### config.mk
export PLATFORM = sky130hd
export DESIGN_NAME = des_round_ctrl
export DESIGN_NICKNAME = d
export VERILOG_FILES = /design/src/rtl/des_round_ctrl.sv
export SDC_FILE = /design/constraint.sdc
export NUM_CORES = 1
export LEC_CHECK = 0
export CAP_MARGIN = 20
export CORE_MARGIN = 2
export CORE_UTILIZATION = 40
export CTS_CLUSTER_SIZE = 40
export DETAILED_ROUTE_END_ITERATION = 8
export GPL_TIMING_DRIVEN = 0
export PLACE_DENSITY = 0.91
export SLEW_MARGIN = 10
export SYNTH_ARGS = -nofsm -noshare
export SYNTH_HDL_FRONTEND = slang
export SYNTH_SLANG_ARGS = --single-unit
### constraint.sdc
create_clock -name clk_in -period 2.4 [get_ports clk_in]
set_clock_uncertainty 0.05 [all_clocks]
set_input_delay 0.48 -clock clk_in [delete_from_list [all_inputs] [get_ports clk_in]]
set_output_delay 0.48 -clock clk_in [all_outputs]
set_load 0.005 [all_outputs]
### src/rtl/des_round_ctrl.sv
// rtl/des_round_ctrl.sv - DES Feistel round sequencer over shared f-function and registered XOR stage
// One f request then one XOR request per round; result is the swap-undone R16||L16.
module des_round_ctrl #(
  parameter int ROUNDS      = 16,
  parameter int TIMEOUT_CYC = 64
) (
  input  logic                                   clk_in,
  input  logic                                   rst_n_in,
  input  logic                                   start_in,
  input  logic                                   decrypt_in,
  input  logic [63:0]                            block_in,
  output logic                                   ready_out,
  output logic                                   f_req_out,
  output logic [31:0]                            f_data_out,
  output logic [((ROUNDS > 1) ? $clog2(ROUNDS) : 1)-1:0] key_idx_out,
  input  logic                                   f_valid_in,
  input  logic [31:0]                            f_data_in,
  output logic                                   xor_valid_out,
  output logic [31:0]                            xor_left_out,
  output logic [31:0]                            xor_right_out,
  input  logic                                   xor_valid_in,
  input  logic [31:0]                            xor_data_in,
  output logic [63:0]                            block_out,
  output logic                                   block_out_valid,
  output logic                                   err_out
);

  localparam int RW = (ROUNDS > 1) ? $clog2(ROUNDS) : 1;
  localparam int TW = $clog2(TIMEOUT_CYC + 2);
  localparam logic [RW-1:0] LAST = RW'(ROUNDS - 1);

  typedef enum logic [2:0] {IDLE, F_REQ, F_WAIT, X_REQ, X_WAIT, DONE} state_t;

  state_t        state;
  logic [RW-1:0] round;
  logic          dec;
  logic [31:0]   l_reg;
  logic [31:0]   r_reg;
  logic [31:0]   f_reg;
  logic [TW-1:0] tcnt;
  logic          expire;

  // Expiry is the last wait cycle; a valid seen in that same cycle takes priority.
  assign expire = (TIMEOUT_CYC != 0) && (int'(tcnt) == TIMEOUT_CYC - 1);

  assign f_data_out    = r_reg;
  assign xor_left_out  = l_reg;
  assign xor_right_out = f_reg;
  assign block_out     = {r_reg, l_reg};

  function automatic logic [RW-1:0] key_of(input logic d, input logic [RW-1:0] r);
    return d ? (LAST - r) : r;
  endfunction

  always_ff @(posedge clk_in or negedge rst_n_in) begin
    if (!rst_n_in) begin
      state           <= IDLE;
      round           <= '0;
      dec             <= 1'b0;
      l_reg           <= '0;
      r_reg           <= '0;
      f_reg           <= '0;
      tcnt            <= '0;
      ready_out       <= 1'b1;
      f_req_out       <= 1'b0;
      key_idx_out     <= '0;
      xor_valid_out   <= 1'b0;
      block_out_valid <= 1'b0;
      err_out         <= 1'b0;
    end else begin
      f_req_out       <= 1'b0;
      xor_valid_out   <= 1'b0;
      block_out_valid <= 1'b0;
      err_out         <= 1'b0;
      case (state)
        IDLE: begin
          // After an abort ready_out stays low for the err_out cycle, so start is not sampled then.
          if (ready_out && start_in) begin
            l_reg       <= block_in[63:32];
            r_reg       <= block_in[31:0];
            dec         <= decrypt_in;
            round       <= '0;
            key_idx_out <= key_of(decrypt_in, '0);
            ready_out   <= 1'b0;
            f_req_out   <= 1'b1;
            state       <= F_REQ;
          end else begin
            ready_out <= 1'b1;
          end
        end
        F_REQ: begin
          tcnt  <= '0;
          state <= F_WAIT;
        end
        F_WAIT: begin
          if (f_valid_in) begin
            f_reg         <= f_data_in;
            xor_valid_out <= 1'b1;
            state         <= X_REQ;
          end else if (expire) begin
            err_out <= 1'b1;
            state   <= IDLE;
          end else begin
            tcnt <= tcnt + 1'b1;
          end
        end
        X_REQ: begin
          tcnt  <= '0;
          state <= X_WAIT;
        end
        X_WAIT: begin
          if (xor_valid_in) begin
            l_reg <= r_reg;
            r_reg <= xor_data_in;
            if (round == LAST) begin
              block_out_valid <= 1'b1;
              state           <= DONE;
            end else begin
              round       <= round + 1'b1;
              key_idx_out <= key_of(dec, round + 1'b1);
              f_req_out   <= 1'b1;
              state       <= F_REQ;
            end
          end else if (expire) begin
            err_out <= 1'b1;
            state   <= IDLE;
          end else begin
            tcnt <= tcnt + 1'b1;
          end
        end
        DONE: begin
          ready_out <= 1'b1;
          state     <= IDLE;
        end
        default: begin
          ready_out <= 1'b1;
          state     <= IDLE;
        end
      endcase
    end
  end

endmodule
* After elaboration in Yosys (flattened, before gate mapping)
Cells that the tools add are included.
** Storage, ports and cells
- Flip-flop bits (word level) :: 120
- Input port bits :: 134
- Output and inout bits :: 169
- Logic and storage cells :: 79
** Cells by class
- $add $sub $neg :: 3
- Equal/unequal tests :: 11
- Multiplexer cells :: 41
- Reductions and logical operators :: 11
** Operator list (count)
- $mux 32 :: 4
- $pmux 32 s2 :: 2
- $mux 4 :: 8
- $mux 7 :: 3
- $pmux 7 s3 :: 1
- $pmux 4 s2 :: 2
- $mux 3 :: 5
- $pmux 3 s5 :: 1
- $mux 1 :: 12
- $ne 2x2->1 const B :: 5
- $add 7x1->7 const B :: 1
- $eq 7x7->1 const B :: 1
- $eq 3x2->1 const B :: 2
- $pmux 1 s2 :: 3
- $reduce_and 3->1 :: 2
- $add 4x1->4 const B :: 1
- $eq 4x4->1 const B :: 1
- $reduce_and 2->1 :: 2
- $reduce_and 4->1 :: 1
- $reduce_or 4->1 :: 1
- $sub 4x4->4 const A :: 1
- $eq 3x1->1 const B :: 1
- $eq 3x3->1 const B :: 1
- $logic_not 3->1 :: 1
- other kinds (4) :: 4

* Depth between registers and ports, before layout
- Depth in word-level cells :: 6
- Mapped depth :: 8
- Depth with buffers taken out :: 7

* Worst setup path before layout
Ideal clock, no wire load.
- Path type :: register -> register
- Start :: register state[1]
- End :: register tcnt[5]
- Setup time :: 124 ps
- Arrival :: 1589 ps
- Required time :: 2226 ps
- Setup slack :: 637 ps
- Cell stages (with the launch flop) :: 8
- Buffers on the path :: 2
- Clock period less this slack :: 1763 ps
- Cells stage by stage :: dfrtp_1 buf_6 or3b_1 buf_2 o32a_1 nor2b_4 nand4_1 mux2i_1
** Between the ends
- Cells in the longest elaborated chain, start to end :: 4
- Elaborated cells between the ends (all ways) :: 10
- Classes of those cells :: eq/ne (6); mux (1); reduce/logical (3)
** Ends and longest elaborated chain
- from (decl) :: line 34 : state_t state;
- from (signal assigned) :: line 57 : state <= IDLE;
- from (signal assigned) :: line 86 : state <= F_REQ;
- from (signal assigned) :: line 93 : state <= F_WAIT;
- $eq 3x2->1 / $eq 3x1->1 (equally long branches) :: line 75 : case (state)
- $reduce_or 2->1 (no line)
- $reduce_bool 3->1 (no line)
- $reduce_and 3->1 (no line)
- to (signal assigned) :: line 104 : tcnt <= tcnt + 1'b1;
- to (signal assigned) :: line 128 : tcnt <= tcnt + 1'b1;
- to (decl) :: line 40 : logic [TW-1:0] tcnt;
Several ways; a longest one is shown, not always the timed one.
A chain may end at the register's enable or synchronous reset.

* Final worst setup path
- Start :: register state[0]
- End :: register l_reg[23] (netlist: xor_left_out[23])
** Between the ends
- Cells in the longest elaborated chain, start to end :: 3
- Elaborated cells between the ends (all ways) :: 7
- Classes of those cells :: eq/ne (3); mux (1); reduce/logical (3)
** Ends and longest elaborated chain
- $eq 3x3->1 / $logic_not 3->1 (equally long branches) :: line 75
- $ne 2x2->1 (no line) / $reduce_bool 2->1 (equally long branches)
- $reduce_and 3->1 (no line)
- to (signal assigned) :: line 79 : l_reg <= block_in[63:32];
- to (signal assigned) :: line 113 : l_reg <= r_reg;
- to (decl) :: line 37 : logic [31:0] l_reg;
Several ways; a longest one is shown, not always the timed one.

==> flow_metrics.tcl <==
set metrics [dict create \
    synth-simple-area-share_pct 17.6 \
    worstSetupStartpointType "register" \
    path_max_fanout 10 \
    required_ps 2670 \
    setup_violations 0 \
    gr-total-overflow 0 \
    gp_congestion 0.929 \
    final_max_slew_viol_count 0 \
    slowest_delay_ps 410 \
    std_cell_rows 43 \
    syn_area_per_cell_um2 9.40 \
    htreeDepth 4 \
    rsz0062_at_grt "no" \
    synth_adder_area_share_pct 0.437 \
    post_synth_num_cell_types 38 \
    n_antenna_cell 0 \
    reg2reg_depth 7 \
    cp_common_cell "buf_2" \
    dieWidth_um 124 \
    hold_viol 0 \
    synth_xor_area_share_pct 1.07 \
    met3_usage_pct 7.33 \
    io_pins 303 \
    drive_above_1_share_pct 16.9 \
    critPathArrivalTime_ps 2400 \
    netlist.area_leader.share_pct 52.0 \
    met1_usage_pct 28.6 \
    fmax_mhz 470 \
    leakage_uw 0.00420 \
    synth.cell_area_um2 5720 \
    placed_area_um2 8990 \
    ant_nets 0 \
    antenna_found_initial 0 \
    peakVddDrop_v 0.000914 \
    final_nets 1070 \
    tightestPinTransition_ps 569 \
    worstPathCellList "buf_2 > nor3b_4 > buf_4 > buf_2 > buf_1 > nand2_1 > a31oi_1" \
    whs_path_depth 2 \
    met2_usage_pct 44.3 \
    cp_top_family "buffers and inverters" \
    first_iter_violations 376 \
    status "finished, final reports clean" \
    grt_pass1_vias 5597 \
    synth_top_family_by_area "simple AND/OR/NAND/NOR gates" \
    whs_ps 414 \
    area_delta_synth_final_pct 69.6 \
    critPathKind "register to register" \
    post-route-min-period_ps 2130 \
    drv_cap 0 \
    placed_cells 1091 \
    crit_buf_inv 4 \
    first_pass_iters 4 \
    total_power_uw 13200 \
    start_util_pct 41.1 \
    cts_tree "done" \
    muxShareOfSynthArea_pct 7.17 \
    power_density_nw_per_um2 1360 \
    cts_buffers 17 \
    vias 5647 \
    crit_path_end_kind "register" \
    synth.area.top_cells "dfrtp_1 52%, nand2_1 9.9%, buf_4 8.4%" \
    wirelength_um 19500 \
    ys_seq_area_share_pct 52.5 \
    min_path_type "register to register" \
    portBuffers 301 \
    grt_max_degree 74 \
    grtUsageTotal_pct 25.3 \
    insertion_delay_ps 410 \
    syn_nets 745 \
    synth_compound_area_share_pct 9.45 \
    yosys_warnings 0 \
    crit_slowest_cell "buf_1" \
    clockRootBuffer "clkbuf_16" \
    coreArea_um2 13900 \
    fin_cells 1127 \
    cts.sinks 120 \
    fp.dieArea_um2 15300 \
    synth_cells 609 \
    yosysTopAreaCell "dfrtp_1" \
    grt_pass1_wl_um 29200 \
    clockBufferDepth 2 \
    fin_area_um2 9700 \
    fin_crit_sh_pct 88.6 \
    post-route-drc-count 0 \
    place_ws_ps -85.1 \
    path_clk_slew_ps 50 \
    vias_per_cell 5.01 \
    grt_busiest_layer "met2" \
    worst_slack_ps 273 \
    slew_headroom_pct 62.0 \
    fp.dieH_um 124 \
    path_depth 7 \
    ys_seq_elements 120 \
    wl_per_cell_um 17.3 \
    hpwl_um 14700 \
]
final timing paths:
check,from,slack [ps],endpoint
hold / removal,key_idx_out[1],410,key_idx_out[1]
min in group asynchronous,rst_n_in,510,dec
hold reg to reg,key_idx_out[1],410,key_idx_out[1]
max in group asynchronous,rst_n_in,1060,xor_left_out[25]
setup reg to reg,state[0],270,xor_left_out[23]
setup / recovery,state[0],270,xor_left_out[23]
final cells by class:
cell class	count	area [um2]
clock inverter	10	190
clock buffer	22	484
sequential	120	3000
tap	180	225
fill	1020	4230
inverter	4	15.0
buffer	102	658
multi-input combinational	383	2050
timing repair buffer	306	3070
cells in the final DEF (no fill, tap or decap), types with 5 or more instances in the layout:
| master | n |
|---|---|
| nand3_1 | 6 |
| buf_4 | 67 |
| mux2_2 | 32 |
| clkbuf_16 | 17 |
| mux2i_1 | 5 |
| clkbuf_1 | 15 |
| clkdlybuf4s50_1 | 300 |
| a31oi_1 | 67 |
| nand2_1 | 151 |
| buf_2 | 22 |
| dfrtp_1 | 119 |
| o21ai_0 | 11 |
| xnor2_1 | 5 |
| bufinv_16 | 5 |
| nor2_1 | 75 |
Yosys cell counts:
master and n:
buf_1 1, or2_2 1, buf_2 22, o32a_1 1, inv_1 3, and3_1 1
dfstp_2 1, clkbuf_1 14, or3_1 1, nand4_1 1, o2bb2ai_1 1, nor2b_1 3
buf_4 64, nand2b_1 2, and2_1 2, o22ai_1 1, mux2_2 32, or3b_1 1
o21bai_1 1, nand3_1 6, xnor2_1 5, nor3_1 2, o21ai_0 11, nor2b_4 1
mux2i_1 5, ha_1 2, nor3b_2 1, a21oi_1 3, nor2_1 75, dfrtp_1 119
a32o_1 1, nand3b_1 2, buf_6 1, a31oi_1 67, nand2_1 151, xor2_1 2
inv_2 1, a221oi_1 1
timing repair:
action                     CTS  global route
hold buffers                 1             0
pin swaps                    0             1
gates resized for setup      1             0
hold endpoints to repair    46             0
buffers inserted             0             3
setup endpoints to repair    3            13
routing by layer:
metal,wire [um],vias up
li1,-,2622
met1,7140,2691
met2,10200,283
met3,1440,51
met4,687,0
met5,0,-
registers in the layout, indices dropped and copies added, names as in the netlist, 3 cells and up:
signal / cells
f_data_out: 32
xor_left_out: 32
xor_right_out: 32
tcnt: 7
key_idx_out: 4
round: 4
state: 3
report_power, final:
part           switching, uW  internal (uW)
combinational           2450           4100
sequential               803           2980
clock                    931           1960
total                   4190           9040
cells by family (layout without fill, tap and decap cells):
kind of cell | count (synthesis) | after routing
AOI/OAI and AO/OA | 87 | 87
xor gates and xnor gates | 7 | 7
adders and majority gates | 2 | 2
buffers and inverters | 106 | 444
DFF | 120 | 120
muxes | 37 | 37
and+or+nand+nor | 250 | 250
per-stage QoR:
stage               setup TNS, ps  util [%]
finish                          0      69.6
floorplan                       0         -
global route                    0      69.6
CTS                             0      69.5
detailed placement          -1830      64.5
global placement          -469550      64.3
worst reg2reg max path: stages, from the launching register on:
cell and delay (ps):
dfrtp_1 370, buf_2 180, nor3b_4 210, buf_4 180, buf_2 290, buf_1 410
nand2_1 140, a31oi_1 210
No activity file was read; power rests on OpenSTA's default activity.
